## src/rtl/rvv_insn_queue.sv

```systemverilog
// rvv_insn_queue: FWFT circular instruction queue to the vector core; define RVV_QUEUE_BYPASS_EN for a zero-latency empty-queue bypass
module rvv_insn_queue #(
  parameter int INSN_WIDTH = 32,
  parameter int DEPTH = 4,
  parameter int CNT_WIDTH = $clog2(DEPTH) + 1
) (
  input  logic                  clk,
  input  logic                  rst,
  input  logic [INSN_WIDTH-1:0] insn_in,
  input  logic                  insn_valid_in,
  output logic                  insn_ready_out,
  output logic [INSN_WIDTH-1:0] insn_out,
  output logic                  insn_valid_out,
  input  logic                  insn_ready_in,
  input  logic                  flush_in,
  input  logic                  proc_idle_in,
  output logic [CNT_WIDTH-1:0]  occupancy,
  output logic                  rvv_idle
);
  localparam int AW = $clog2(DEPTH);
  logic [INSN_WIDTH-1:0] mem [DEPTH];
  logic [AW-1:0] wr_ptr, rd_ptr;
  logic empty, full, take, push, pop;
  assign empty = occupancy == '0;
  assign full = occupancy == CNT_WIDTH'(DEPTH);
  assign insn_ready_out = rst && !flush_in && !full;
`ifdef RVV_QUEUE_BYPASS_EN
  assign insn_valid_out = rst && (empty ? (!flush_in && insn_valid_in) : 1'b1);
  assign insn_out = empty ? insn_in : mem[rd_ptr];
  assign take = rst && empty && !flush_in && insn_valid_in && insn_ready_in;
`else
  assign insn_valid_out = rst && !empty;
  assign insn_out = mem[rd_ptr];
  assign take = 1'b0;
`endif
  assign push = insn_valid_in && insn_ready_out && !take;
  assign pop = insn_valid_out && insn_ready_in && !take;
  assign rvv_idle = empty && proc_idle_in && !insn_valid_in;
  always_ff @(posedge clk)
    if (push) mem[wr_ptr] <= insn_in;
  always_ff @(posedge clk) begin
    if (!rst || flush_in) begin
      wr_ptr <= '0;
      rd_ptr <= '0;
      occupancy <= '0;
    end else begin
      if (push) wr_ptr <= wr_ptr + AW'(1);
      if (pop) rd_ptr <= rd_ptr + AW'(1);
      occupancy <= occupancy + CNT_WIDTH'(push) - CNT_WIDTH'(pop);
    end
  end
endmodule

```

## config.mk

```make
export PLATFORM = sky130hd
export DESIGN_NAME = rvv_insn_queue
export DESIGN_NICKNAME = d
export VERILOG_FILES = /design/src/rtl/rvv_insn_queue.sv
export SDC_FILE = /design/constraint.sdc
export NUM_CORES = 1
export LEC_CHECK = 0
export CAP_MARGIN = 20
export CELL_PAD_IN_SITES_DETAIL_PLACEMENT = 1
export CELL_PAD_IN_SITES_GLOBAL_PLACEMENT = 2
export CORE_ASPECT_RATIO = 1.1
export CORE_MARGIN = 4
export CORE_UTILIZATION = 30
export CTS_CLUSTER_DIAMETER = 50
export CTS_CLUSTER_SIZE = 8
export DETAILED_ROUTE_END_ITERATION = 16
export MAX_ROUTING_LAYER = met4
export PLACE_DENSITY = 0.67
export SYNTH_ARGS = -nofsm -noshare
export SYNTH_HDL_FRONTEND = slang
export SYNTH_SLANG_ARGS = --single-unit
export TNS_END_PERCENT = 50
```

## constraint.sdc

```tcl
create_clock -name clk -period 3.6 [get_ports clk]
set_clock_uncertainty 0.2 [all_clocks]
set_input_delay 1.08 -clock clk [delete_from_list [all_inputs] [get_ports clk]]
set_output_delay 1.08 -clock clk [all_outputs]
set_load 0.05 [all_outputs]
```

# After elaboration in Yosys (flattened, before gate mapping)

Memories as Yosys holds them, arrays and structs flattened. A register that Yosys moved wholly into a read port is not among the register bits.
Cells that the tools add are included.

Register bits: 7
Bits in writable memories: 128
Input port bits: 38
Output and inout port bits: 38
Logic and storage cells: 27
Memories kept: 1

Add/sub/neg operators: 4
Equal/unequal tests: 1
Muxes and demuxes: 4
Reduce and logical (&&, ||, !) cells: 14

Memory list:

| name | depth | bits a word | read ports | clocked after Yosys merged registers in | wr ports | RTL line | source |
|---|---|---|---|---|---|---|---|
| mem  | 4     | 32          | 1          | 1                                       | 1        | 21       | `logic [INSN_WIDTH-1:0] mem [DEPTH];` |

Operators with widths:

| operator                                     | count |
|---|---|
| logical AND 1 bit                            | 7 |
| zero test 1 bit                              | 5 |
| adder 2 x 1 -> 2 bit (second input constant) | 2 |
| two-way mux 2 bit                            | 2 |
| adder 3 x 1 -> 3 bit                         | 1 |
| equality test 3 bit (second input constant)  | 1 |
| zero test 3 bit                              | 1 |
| subtractor 3 x 1 -> 3 bit                    | 1 |
| two-way mux 1 bit                            | 2 |
| logical OR 1 bit                             | 1 |

# Logic depth before layout (Yosys ltp)

Gate-level depths: netlist of run 1.

Word-level depth: 6
Gate-level depth with buffers: 10
Depth with buffers taken out: 10

# Worst setup path before layout of run 1

No wires, ideal clock.

Path kind: input to output
From: in proc_idle_in
To: out rvv_idle
Arrival time: 2.226 ns
Required time: 2.320 ns
Setup slack: 0.094 ns
Stages: 1
Path buffers: 0
Cells stage by stage: nor3b_1

Longest elaborated chain between the ends: 2

RTL lines:

| item                            | RTL line | source |
|---|---|---|
| start, declared                 | 16       | `input logic proc_idle_in,` |
| logical AND 1 bit (2 in series) | 38       | `assign rvv_idle = empty && proc_idle_in && !insn_valid_in;` |
| end, declared                   | 18       | `output logic rvv_idle` |

Every way passes these cells.

# Final worst setup path of run 1

From: in rst
To: out insn_ready_out

Longest elaborated chain between the ends: 2

RTL lines:

| item                            | RTL line | source |
|---|---|---|
| start, declared                 | 8        | `input logic rst,` |
| logical AND 1 bit (2 in series) | 26       | `assign insn_ready_out = rst && !flush_in && !full;` |
| end, declared                   | 11       | `output logic insn_ready_out,` |

Every way passes these cells.

==> results of run 1 <==
==> per-stage QoR <==
step	area (µm²)	worst slack, ns	cells	util	total power, mW
after detailed placement	6260	0.00568	534	0.369	1.99
after global routing	6850	0.148	566	0.404	3.89
after floorplan	5160	0.0944	219	-	1.89
after global placement	6260	0.103	534	0.369	1.99
final	6850	0.221	566	0.404	3.74
after CTS	6850	0.192	566	0.404	3.80
==> flip-flops by register name, summed over array words and instances (netlist names), named ones only <==
signal / cells
occupancy: 3
wr_ptr: 2
mem: 128
rd_ptr: 2
==> power groups by stage <==
stage	combinational (mW)	sequential (mW)	clock, mW
after global routing	0.201	1.77	1.92
after floorplan	0.0889	1.80	0
after CTS	0.192	1.77	1.84
after global placement	0.190	1.80	0
final	0.187	1.77	1.78
after detailed placement	0.195	1.80	0
==> routing by layer <==
layer | part of all wire | track usage
met1 | 0.41 | 0.131
met2 | 0.52 | 0.188
met3 | 0.057 | 0.0446
met4 | 0.017 | 0.0478
met5 | 0 | -
==> what timing repair did <==
action,CTS,global route
gates resized for setup,13,0
endpoints found under the setup margin,13,0
buffers inserted,0,0
==> critical path: stages <==
cell and delay, ns:
clkdlybuf4s50_1 0.51, nand2b_1 0.13, nor2_1 0.21, buf_12 0.17
==> logic make-up after synthesis <==
logic type,count (synthesis),synth area share
xor gates and xnor gates,4,0.00678
DFF,137,0.779
adders and majority gates,7,0.0184
muxes,34,0.145
AOI/OAI and AO/OA,2,0.00315
buffers and inverters,14,0.0218
and+or+nand+nor,21,0.0259
==> how the worst max path moves through the flow <==
stage          slack (ns)  cells after the start             end         start
2_1_floorplan        0.09                      1        rvv_idle  proc_idle_in
3_3_place_gp         0.10                     11    occupancy[2]           rst
3_5_place_dp        0.006                     11    occupancy[2]           rst
4_1_cts              0.19                      3    insn_out[30]          flop
5_1_grt              0.15                      3    insn_out[30]          flop
6_report             0.22                      4  insn_ready_out           rst
==> area by class of cell <==
type	count	area share
tap	234	0.0427
multi-input combinational	68	0.151
timing repair buffer	88	0.126
clock inverter	13	0.0257
inverter	7	0.00383
sequential	137	0.588
clock buffer	19	0.0632
==> cell usage after synthesis <==
master    count  area, µm²
edfxtp_1    128       3840
mux4_2       30        676
dfxtp_1       9        180
and2_1        7       43.8
inv_1         7       26.3
ha_1          6       75.1
nor2_1        5       18.8
buf_12        3       60.1
buf_2         3       15.0
mux2i_1       2       20.0
mux4_1        2       52.6
nand2_1       2       7.51
xnor2_1       2       17.5
xor2_1        2       17.5
and3_1        1       6.26
buf_6         1       11.3
fa_1          1       20.0
nand2b_1      1       6.26
nor2b_1       1       6.26
nor3b_1       1       7.51
nor3b_2       1       12.5
nor3b_4       1       18.8
o311ai_0      1       8.76
o31ai_1       1       7.51
or3_1         1       6.26
==> summary.md, run 1 <==
| Metric | Value |
|---|---|
| Clk sinks | `137` |
| Worst Setup Path Type | `in2out` |
| Layout Area Growth over Synthesis | `32.7%` |
| Hold Violations, Final | `0` |
| Commonest non-fill, non-tap cell in the layout | `edfxtp_1` |
| First-pass iteration count of the detailed router | `4` |
| Reg2reg path depth | `9` |
| Min Tclk post-route | `3.38 ns` |
| Root Buffer | `clkbuf_16` |
| Worst-path maximum fanout | `4` |
| Row cnt | `50` |
| Fmax | `296 MHz` |
| Final net count | `364` |
| Vias per cell | `4.25` |
| Netlist Area Pre-Place | `5160 µm²` |
| DR iter-0 viols | `80` |
| Layout cells sized above 1 | `0.301` |
| Net Sw Power | `0.740 mW` |
| Final setup viols | `0` |
| Critical Path RT | `2.32 ns` |
| Hpwl dp | `6500 µm` |
| Hold path cells | `2` |
| Switching portion of total power | `0.198` |
| Period utilisation layout | `0.939` |
| Worst slew margin | `0.662` |
| Largest net degree at the start of global routing | `20` |
| GRT Total Usage | `0.116` |
| WP data arrival | `2.10 ns` |
| Power Internal | `3.00 mW` |
| Fin. max-slew vios | `0` |
| Flop pwr share | `0.473` |
| Die X | `133 µm` |
| Hold Crit Endpoint | `wr_ptr[1]` |
| Critical Path Start Type | `primary input` |
| # port buffers | `75` |
| Mean Syn Cell Area | `23.6 µm²` |
| Antenna violations before repair | `0` |
| First-pass GRT wire length | `16100 µm` |
| Die extent in y | `146 µm` |
| Clk Latency, worst-skew pair | `0.42 ns` |
| # DRC | `0` |
| Post-cts hold buffer count | `0` |
| Most frequent cells in the layout | `edfxtp_1 (128), clkdlybuf4s50_1 (40), mux4_2 (30)` |
| Routability Congestion | `0.663` |
| Power Dens Cells | `545 nW/µm²` |
| Maximum vdd drop | `300 µV` |
| Clock Power Share | `0.477` |
| Starting Density | `0.305` |
| Via count | `2408` |
| Leakage | `2.27 nW` |
| Multi-input combinational cell area | `1030 µm²` |
| RR Startpoint | `occupancy[1]` |
| Post-Route WL | `10000 µm` |
| Seq/Total Area, Yosys | `0.779` |
| Cells after synthesis | `219` |
| HP Class | `reg2reg` |
| Clock Tree Buf Depth | `2` |
| DIE AREA | `19400 µm²` |
| H-Tree Depth | `4` |
| Synth unique cells | `25` |
| Vias in the first global route | `2870` |
| R2r setup slk | `1.03 ns` |
| Sequential Area | `4030 µm²` |
| CTS tree | `done` |
| Post-route ant nets | `0` |
| Crit end category | `primary output` |
| Yosys warns | `0` |
| Grt total ovfl | `0` |
| Diode count | `0` |
| Hold Crit Start | `wr_ptr[1]` |
| Logic pwr share | `0.050` |
| Syn nets | `264` |
| RSZ-0062 raised after global routing | `false` |
| Core area | `17000 µm²` |
| DR WL/cell | `17.7 µm` |
| Reg clk slew, reported paths | `0.06 ns` |
| Fill cells | `1620` |
| #FFs+latches synth | `137` |
| Outcome | `finished clean` |
| Max Cap Viol | `0` |
| Cts bufs inserted | `17` |
| WHS | `0.307 ns` |
| Num ports | `76` |
| Reg2Reg Capture Point | `occupancy[2]` |
| Slew @ Worst Pin | `0.508 ns` |
| TNS Setup | `0 ns` |
Note: power is estimated with default switching activity, not from simulation.
==> run 2: changes to the inputs <==
- CTS_BUF_LIST: unset -> sky130_fd_sc_hd__clkbuf_4 sky130_fd_sc_hd__clkbuf_8 sky130_fd_sc_hd__clkbuf_16
==> summary.md, run 2 (synthesis results as in run 1) <==
| Metric | Value |
|---|---|
| Reg with most FFs | `mem` |
| Power Internal | `3.01 mW` |
| DR WL/cell | `17.7 µm` |
| DR iter-0 viols | `80` |
| Min Tclk post-route | `3.38 ns` |
| Leakage | `2.28 nW` |
| Post-cts hold buffer count | `0` |
| Post-route ant nets | `0` |
| Hold Violations, Final | `0` |
| CP max stage cell | `clkdlybuf4s50_1` |
| Grt total ovfl | `0` |
| Post-CTS Setup Bufs | `0` |
| First-pass iteration count of the detailed router | `4` |
| Layout Area Growth over Synthesis | `32.8%` |
| GRT Total Usage | `0.116` |
| Num ports | `76` |
| HP Class | `reg2reg` |
| Switching portion of total power | `0.197` |
| Crit end category | `primary output` |
| Diode count | `0` |
| Cts bufs inserted | `17` |
| Reg clk slew, reported paths | `0.06 ns` |
| Worst path max stage delay | `0.51 ns` |
| Worst slew margin | `0.662` |
| Logic pwr share | `0.050` |
| Largest net degree at the start of global routing | `20` |
| Worst Slack Setup Final | `0.221 ns` |
| First-pass GRT wire length | `16100 µm` |
| Worst-path maximum fanout | `4` |
| Row cnt | `50` |
| Vias in the first global route | `2870` |
| Commonest non-fill, non-tap cell in the layout | `edfxtp_1` |
| Clk Latency, worst-skew pair | `0.42 ns` |
| TNS Setup | `0 ns` |
| Die extent in y | `146 µm` |
| Vias per cell | `4.25` |
| RSZ-0062 raised after global routing | `false` |
| Clock Tree Buf Depth | `2` |
| # DRC | `0` |
| Power Dens Cells | `547 nW/µm²` |
| Final setup viols | `0` |
| Tot Pwr | `3.75 mW` |
| CTS tree | `done` |
| Die X | `133 µm` |
| Hold Crit Endpoint | `wr_ptr[1]` |
| Final net count | `364` |
| Net Sw Power | `0.740 mW` |
| Fin. max-slew vios | `0` |
| Top flop regs | `mem: 128 flops, occupancy: 3 flops` |
| RR Startpoint | `occupancy[1]` |
| Post-Route WL | `10000 µm` |
| Via count | `2408` |
| Starting Density | `0.305` |
| Core area | `17000 µm²` |
| Fmax | `296 MHz` |
| Reg2reg path depth | `9` |
| Outcome | `finished clean` |
| # port buffers | `75` |
| WP data arrival | `2.10 ns` |
| Flop pwr share | `0.471` |
| Max Cap Viol | `0` |
| Root Buffer | `clkbuf_16` |
| Antenna violations before repair | `0` |
| Clock Power Share | `0.479` |
| Placed Area | `6260 µm²` |
| Resize count post-CTS | `13` |
| Reg2Reg Capture Point | `occupancy[2]` |
| Worst Setup Path Type | `in2out` |
| Critical Path Start Type | `primary input` |
| Number of flip-flops in the largest register | `128` |
| Routability Congestion | `0.663` |
| Maximum vdd drop | `300 µV` |
| H-Tree Depth | `4` |
| Critical Path RT | `2.32 ns` |
| DIE AREA | `19400 µm²` |
| CP cell instances | `clkdlybuf4s50_1, nand2b_1, nor2_1, buf_12` |
| WHS | `0.307 ns` |
| Hpwl dp | `6500 µm` |
| Hold Crit Start | `wr_ptr[1]` |
| Slew @ Worst Pin | `0.508 ns` |
| Hold path cells | `2` |
| Most frequent cells in the layout | `edfxtp_1 (128), clkdlybuf4s50_1 (40), mux4_2 (30)` |
| Dpl ws | `0.00568 ns` |
| Finished Cell Area | `6860 µm²` |
| Clk sinks | `137` |
| R2r setup slk | `1.03 ns` |
| Period utilisation layout | `0.939` |
| Layout cells sized above 1 | `0.307` |
-- run 2: cell counts in the layout (fill, tap and decap cells not counted) --
Identical to the previous run, type by type.
-- run 2: worst max path at each step --
stage / startpoint / to / cells after the start
final: rst / insn_ready_out / 4
after global routing: flop / insn_out[30] / 3
after CTS: flop / insn_out[30] / 3
after detailed placement: rst / occupancy[2] / 11
after global placement: rst / occupancy[2] / 11
after floorplan: proc_idle_in / rvv_idle / 1
-- run 2: routing by layer --
| layer | track usage | up-vias | share of wire |
|---|---|---|---|
| li1 | - | 1107 | - |
| met1 | 0.131 | 1227 | 0.41 |
| met2 | 0.188 | 61 | 0.52 |
| met3 | 0.0446 | 13 | 0.057 |
| met4 | 0.0478 | 0 | 0.017 |
| met5 | - | - | 0 |
-- run 2: layout make-up --
| type | count | area (µm²) |
|---|---|---|
| inverter | 7 | 26.3 |
| sequential | 137 | 4030 |
| fill | 1620 | 10100 |
| clock inverter | 13 | 176 |
| tap | 234 | 293 |
| timing repair buffer | 88 | 865 |
| multi-input combinational | 68 | 1030 |
| clock buffer | 19 | 440 |
-- run 2: worst max-delay path: cells and delay by family --
family / cells / cell delay, ns
buffers and inverters: 2 / 0.68
and+or+nand+nor: 2 / 0.34
-- run 2: per-stage QoR --
stage                     instances   util
after floorplan                 219      -
after global placement          534  0.369
after detailed placement        534  0.369
after CTS                       566  0.405
after global routing            566  0.405
final                           566  0.405
-- run 2: power by group through the flow --
stage	sequential, mW	combinational (mW)	clock [mW]
after floorplan	1.80	0.0889	0
after global placement	1.80	0.190	0
after detailed placement	1.80	0.195	0
after CTS	1.77	0.192	1.85
after global routing	1.77	0.201	1.94
final	1.77	0.187	1.80
